## src/rtl/gray_tree_scanner.sv

```systemverilog
// Readout sequencer for the gray-coded channel counter bank: selects each channel,
// double-samples the gray count, converts to binary and streams the per-channel delta.
module gray_tree_scanner #(
  parameter int N_CH      = 8,
  parameter int W         = 8,
  parameter int SETTLE    = 2,
  parameter int MAX_RETRY = 3,
  localparam int CW       = (N_CH > 1) ? $clog2(N_CH) : 1
) (
  input  logic          clk,
  input  logic          rstb,
  input  logic          start,
  input  logic [W-1:0]  gray_in,
  output logic [CW-1:0] ch_sel,
  output logic          busy,
  output logic [W-1:0]  data_out,
  output logic [CW-1:0] data_ch,
  output logic          data_err,
  output logic          data_valid,
  input  logic          data_ready,
  output logic          done
);

  localparam int SW = (SETTLE > 1) ? $clog2(SETTLE + 1) : 1;
  localparam int RW = (MAX_RETRY > 1) ? $clog2(MAX_RETRY + 1) : 1;

  typedef enum logic [2:0] {
    S_IDLE, S_SELECT, S_SAMP0, S_SAMP1, S_CONV, S_OUT, S_DONE
  } state_t;

  state_t        r_state;
  logic [CW-1:0] r_ch_sel;
  logic          r_busy;
  logic [W-1:0]  r_data_out;
  logic [CW-1:0] r_data_ch;
  logic          r_data_err;
  logic          r_data_valid;
  logic          r_done;
  logic [SW-1:0] r_settle;
  logic [RW-1:0] r_retry;
  logic [W-1:0]  r_s0;
  logic [W-1:0]  r_s1;
  logic          r_err;
  logic [W-1:0]  r_prev [N_CH];
  logic [W-1:0]  w_bin;

  // Binary bit i is the XOR of all gray bits at or above i.
  genvar gi;
  generate
    for (gi = 0; gi < W; gi++) begin : g_gray2bin
      assign w_bin[gi] = ^r_s1[W-1:gi];
    end
  endgenerate

  always_ff @(posedge clk or negedge rstb) begin
    if (!rstb) begin
      r_state      <= S_IDLE;
      r_ch_sel     <= '0;
      r_busy       <= 1'b0;
      r_data_out   <= '0;
      r_data_ch    <= '0;
      r_data_err   <= 1'b0;
      r_data_valid <= 1'b0;
      r_done       <= 1'b0;
      r_settle     <= '0;
      r_retry      <= '0;
      r_s0         <= '0;
      r_s1         <= '0;
      r_err        <= 1'b0;
      for (int i = 0; i < N_CH; i++) r_prev[i] <= '0;
    end else begin
      case (r_state)
        S_IDLE: begin
          if (start) begin
            r_ch_sel <= '0;
            r_retry  <= '0;
            r_settle <= '0;
            r_busy   <= 1'b1;
            r_state  <= S_SELECT;
          end
        end
        S_SELECT: begin
          if (r_settle == SW'(SETTLE - 1)) r_state <= S_SAMP0;
          else r_settle <= r_settle + 1'b1;
        end
        S_SAMP0: begin
          r_s0    <= gray_in;
          r_state <= S_SAMP1;
        end
        S_SAMP1: begin
          r_s1 <= gray_in;
          if (gray_in == r_s0) begin
            r_err   <= 1'b0;
            r_state <= S_CONV;
          end else if (r_retry == RW'(MAX_RETRY - 1)) begin
            // Counter never settled: keep the latest sample and flag it.
            r_err   <= 1'b1;
            r_state <= S_CONV;
          end else begin
            r_retry <= r_retry + 1'b1;
            r_state <= S_SAMP0;
          end
        end
        S_CONV: begin
          r_data_out   <= w_bin - r_prev[r_ch_sel];
          r_data_ch    <= r_ch_sel;
          r_data_err   <= r_err;
          r_data_valid <= 1'b1;
          r_state      <= S_OUT;
        end
        S_OUT: begin
          if (data_ready) begin
            r_data_valid     <= 1'b0;
            r_prev[r_ch_sel] <= w_bin;
            r_retry          <= '0;
            if (r_ch_sel == CW'(N_CH - 1)) begin
              r_done  <= 1'b1;
              r_state <= S_DONE;
            end else begin
              r_ch_sel <= r_ch_sel + 1'b1;
              r_settle <= '0;
              r_state  <= S_SELECT;
            end
          end
        end
        S_DONE: begin
          r_done   <= 1'b0;
          r_busy   <= 1'b0;
          r_ch_sel <= '0;
          r_state  <= S_IDLE;
        end
        default: r_state <= S_IDLE;
      endcase
    end
  end

  assign ch_sel     = r_ch_sel;
  assign busy       = r_busy;
  assign data_out   = r_data_out;
  assign data_ch    = r_data_ch;
  assign data_err   = r_data_err;
  assign data_valid = r_data_valid;
  assign done       = r_done;

endmodule

```

## config.mk

```make
export PLATFORM = sky130hd
export DESIGN_NAME = gray_tree_scanner
export DESIGN_NICKNAME = d
export VERILOG_FILES = /design/src/rtl/gray_tree_scanner.sv
export SDC_FILE = /design/constraint.sdc
export NUM_CORES = 1
export LEC_CHECK = 0
export ABC_AREA = 1
export ABC_CLOCK_PERIOD_IN_PS = 4000
export CORE_AREA = 8 8 103 105
export DETAILED_ROUTE_END_ITERATION = 12
export DIE_AREA = 0 0 111 113
export PLACE_DENSITY = 0.81
export SLEW_MARGIN = 20
export SYNTH_ARGS = -nofsm -noshare
export SYNTH_HDL_FRONTEND = slang
export SYNTH_SLANG_ARGS = --single-unit
```

## constraint.sdc

```tcl
create_clock -name clk -period 4 [get_ports clk]
set_input_delay 0.8 -clock clk [delete_from_list [all_inputs] [get_ports clk]]
set_output_delay 0.8 -clock clk [all_outputs]
set_load 0.05 [all_outputs]
```

### Word-level counts from Yosys, hierarchy flattened

Cells that the tools add are included.

* add/sub/neg operators: 4
* multiplexer cells: 35
* bitwise gates (word level): 1
* reduce and logical (&&, ||, !) cells: 25
* equal/unequal tests: 18
* order comparisons: 2

Operator list (number)
* $bwmux 64: 1
* $mux 3: 9
* $bmux 8 s3: 1
* $demux 8 s3: 1
* $mux 8: 3
* $pmux 3 s6: 1
* $ne 2x2->1 const B: 8
* $mux 2: 7
* $eq 3x3->1 const B: 4
* $pmux 2 s3: 2
* $reduce_and 5->1: 2
* $pmux 3 s3: 1
* $reduce_bool 3->1: 3
* $eq 8x8->1: 1
* $reduce_and 2->1: 4
* $reduce_bool 2->1: 4
* $reduce_xor 8->1: 1
* $sub 8x8->8: 1
* $reduce_xor 7->1: 1
* $eq 3x2->1 const B: 2
* $mux 1: 6
* $pmux 1 s2: 3
* $reduce_and 3->1: 2
* $reduce_xor 6->1: 1
* other kinds (15): 16

* word-level logic and storage cells: 106
* register bits after elaboration: 106
* output and inout port bits: 18

### Depth between registers and ports, before layout

* word-level depth: 6
* depth in mapped cells: 20

### Least setup slack after synthesis

OpenSTA, ideal clock, no wires.

* path kind: reg2reg
* start: reg r_ch_sel[2] (netlist: ch_sel[2])
* end: reg r_data_out[6] (netlist: data_out[6])
* arrival time: 2722 ps
* slack: 1160 ps
* stages on the path, launching flop included: 17
* buffers on the path: 1
* clock period less this slack: 2840 ps
* cells stage by stage: dfrtp_1 -> buf_2 -> inv_1 -> nand3_1 -> o22ai_1 -> or4_1 -> ha_1 -> inv_1 -> fa_1 -> nand2_1 -> nand3b_1 -> nand2_1 -> nand2_1 -> nand2_1 -> nand2_1 -> nand3_1 -> nand2_1

* cells in the longest elaborated chain, start to end: 5

RTL lines
* start: declaration: line 32 `logic [CW-1:0] r_ch_sel;`
* start signal: assignment: line 120 `r_ch_sel <= r_ch_sel + 1'b1;`
* $not 3->4 (implied by the code): line 105 `r_data_out <= w_bin - r_prev[r_ch_sel];`
* $bmux 8 s3: line 105
* $mux 8 (implied by the code) (2 in series): line 105
* $sub 8x8->8: line 105
* end signal: assignment: line 105
* end: declaration: line 34 `logic [W-1:0] r_data_out;`

No other way between the ends. The select of a mux whose other input is x is not followed.
A chain may end at the register's enable or synchronous reset.

### Final worst setup path

* start: reg r_ch_sel[1] (netlist: ch_sel[1])
* end: reg r_data_out[6] (netlist: data_out[6])

The elaborated chain is that of the path after synthesis.

==> flow_metrics.py <==
metrics = {
    "status": {
        "status": "complete, no violations",
    },
    "die": {
        "die_w_um": 111,
        "io_pins": 30,
        "die_h_um": 113,
        "dieArea_um2": 12500,
        "num_rows": 35,
        "initial_core_util_pct": 60.8,
        "coreArea_um2": 8980,
    },
    "cts": {
        "cts_tree": "built",
        "cts_hold_buf": 0,
        "cts_max_level": 3,
        "cts_root_buf": "clkbuf_8",
        "cts_resized": 0,
        "cts_setup_buffers": 0,
        "clock-sinks": 106,
        "cts_buffers": 9,
        "clock_latency_ns": 0.39,
        "clk_pin_slew_ns": 0.11,
        "cts_buffer_depth": 2,
    },
    "layout": {
        "diodes": 0,
        "seq_area_um2": 2650,
        "drive_gt1_share_pct": 8.27,
        "nets": 755,
        "nFillCells": 757,
        "final_util_pct": 67.2,
        "multiInputGateArea_um2": 2370,
        "area_delta_synth_final_pct": 10.6,
    },
    "global_route": {
        "grt-ovfl-total": 0,
        "grt_pass1_wl_um": 22300,
        "grt_use_met2_pct": 35.3,
        "grt.busiest_layer": "met2",
        "grt_max_degree": 50,
        "use_met3_pct": 3.81,
        "grt_pass1_vias": 4544,
        "grt_usage_pct": 21.8,
        "antenna_found_initial": 0,
        "grtUsageMet1_pct": 27.7,
    },
    "drt": {
        "drtPass1Iterations": 5,
        "drt_iter0_drc": 423,
        "drc": 0,
        "viasPerCell": 5.53,
        "wire_per_inst_um": 15.8,
        "vias": 4693,
        "routed_wl_um": 13400,
        "ant_nets": 0,
    },
    "critical_path": {
        "crit_fanout": 16,
        "crit_arrival_ns": 3.52,
        "r2r_start": "ch_sel[1]$_DFFE_PN0P_",
        "required_ns": 4.27,
        "crit_type": "flop to flop",
        "ff2ff_path_depth": 15,
        "r2r_setup_slack_ns": 0.75,
        "worst_setup_path_end_kind": "flop",
        "r2r_end": "data_out[6]$_DFFE_PN0P_",
        "critPathLaunchType": "flop",
    },
    "sta": {
        "min_period_ns": 3.25,
        "fmax_ghz": 0.308,
        "hold_viol": 0,
        "worst_pin_slew_ns": 0.805,
        "setup_violations": 0,
        "slew_headroom_pct": 46.1,
        "skew_ns": 0.0188,
        "hold_slack_ns": 0.436,
        "rsz0062_at_grt": "no",
        "drv_slew": 0,
        "finalCritPeriodShare_pct": 81.2,
        "finalSetupTns_ns": 0,
    },
    "placed_design": {
        "port_buffers": 29,
        "hpwl_um": 9760,
        "gp_congestion": 1.01,
    },
    "power_and_ir_drop": {
        "leakagePower_uw": 0.00313,
        "ir_worst_vdd_mv": 0.490,
        "p_per_area_nw_per_um2": 807,
    },
    "logic_synthesis": {
        "ys_seq_area_share_pct": 48.6,
        "synthCells": 702,
        "ys_types": 35,
        "ys_ff_latch": 106,
        "synth_warnings": 0,
        "syn_area_um2": 5460,
        "syn-num-nets": 724,
        "syn_avg_cell_area_um2": 7.77,
    },
    "flow_run": {
        "drv_cap": 0,
    },
    "worst_hold_path": {
        "hold_path.class": "input pin to asynchronous set/reset pin",
    },
}
how the worst max path moves through the flow:
stage | start | endpoint | slack (ns) | depth (start not counted)
floorplan | ch_sel[2]$_DFFE_PN0P_ | data_out[6]$_DFFE_PN0P_ | 1.16 | 16
global placement | r_s1[7]$_DFFE_PN0P_ | data_out[6]$_DFFE_PN0P_ | 1.01 | 18
detailed placement | ch_sel[1]$_DFFE_PN0P_ | data_out[6]$_DFFE_PN0P_ | 0.87 | 15
CTS | ch_sel[1]$_DFFE_PN0P_ | data_out[6]$_DFFE_PN0P_ | 0.82 | 15
global route | ch_sel[1]$_DFFE_PN0P_ | data_out[6]$_DFFE_PN0P_ | 0.49 | 15
finish | ch_sel[1]$_DFFE_PN0P_ | data_out[6]$_DFFE_PN0P_ | 0.75 | 15
stage by stage:
stage	total power, uW	cell area (um2)	worst slack, ns	cells
2_1_floorplan	3500	5460	1.16	702
3_3_place_gp	4120	5850	1.01	833
3_5_place_dp	4210	5850	0.868	833
4_1_cts	4850	6030	0.824	849
5_1_grt	5230	6030	0.493	849
6_report	4870	6030	0.753	849
per-layer routing:
metal  vias to the layer above  routed length (um)  part of all wire, %
met5                         -                   0                    0
met4                         0                 492                  3.7
met3                        41                 803                  6.0
met2                       194                6320                   47
met1                      2170                5770                   43
li1                       2288                   -                    -
placed cells by master (no fill, tap or decap), types with 10 or more instances in the layout:
master / instances
nand2_2: 10
nand2_1: 223
nand3_1: 27
inv_1: 76
buf_4: 12
a21oi_1: 38
o21ai_0: 49
o22ai_1: 16
inv_2: 10
dfrtp_1: 106
clkdlybuf4s50_1: 28
o21ai_1: 10
nor2_1: 66
worst max-delay path: stages, from the launching register on:
cell	delay, ns
dfrtp_1	0.68
inv_1	0.33
nand3_1	0.29
o22ai_1	0.12
or4_1	0.54
ha_1	0.20
inv_1	0.08
fa_1	0.21
nand2_1	0.05
nand3b_1	0.17
nand2_1	0.13
nand2_1	0.09
nand2_1	0.07
nand2_1	0.05
nand3_1	0.06
nand2_1	0.05
report_power, final:
| group | internal [uW] | total (uW) | switching, uW |
|---|---|---|---|
| combinational | 893 | 2770 | 1880 |
| clock | 237 | 632 | 395 |
| sequential | 1300 | 1470 | 164 |
| total | 2430 | 4870 | 2440 |
cells by family after synthesis:
family	count (synthesis)	synth area share [%]
compound gates	121	12.0
buf+inv	106	8.02
mux	1	0.206
fa+ha+maj	10	2.43
flops	106	48.6
xor+xnor	14	2.52
simple gates	344	26.2
state kept, by name (all words and copies together) (netlist names):
name and count:
r_s1 8, r_s0 8, r_state 3, busy 1, r_retry 2, ch_sel 3
r_prev 64, data_out 8, data_ch 3, done 1, r_err 1, r_settle 2
data_err 1, data_valid 1
final cells by class:
cell class	instances	area share, %
multi-input combinational	490	39.2
clock buffer	9	2.05
inverter	86	5.35
clock inverter	7	0.974
sequential	106	44.0
tap	111	2.30
timing repair buffer	40	6.14
Yosys cell counts (all sizes together):
master / instances / area share (%)
xor2: 10 / 1.9
o31ai: 1 / 0.14
or2: 2 / 0.23
dfrtp: 106 / 49
nand4: 1 / 0.11
a31oi: 2 / 0.23
xnor2: 4 / 0.64
o22ai: 16 / 1.8
o21ai: 59 / 5.4
mux2: 1 / 0.21
nor3: 4 / 0.37
nand3b: 1 / 0.14
a21boi: 1 / 0.34
a41oi: 1 / 0.16
a21oi: 38 / 3.5
buf: 17 / 1.9
a21o: 1 / 0.14
or4: 3 / 0.41
o211ai: 1 / 0.14
inv: 86 / 5.9
ha: 9 / 2.1
a211oi: 1 / 0.14
fa: 1 / 0.37
clkbuf: 3 / 0.21
nand3: 27 / 2.5
nand2: 239 / 18
nor2: 67 / 4.7
No activity file was read; power rests on OpenSTA's default activity.
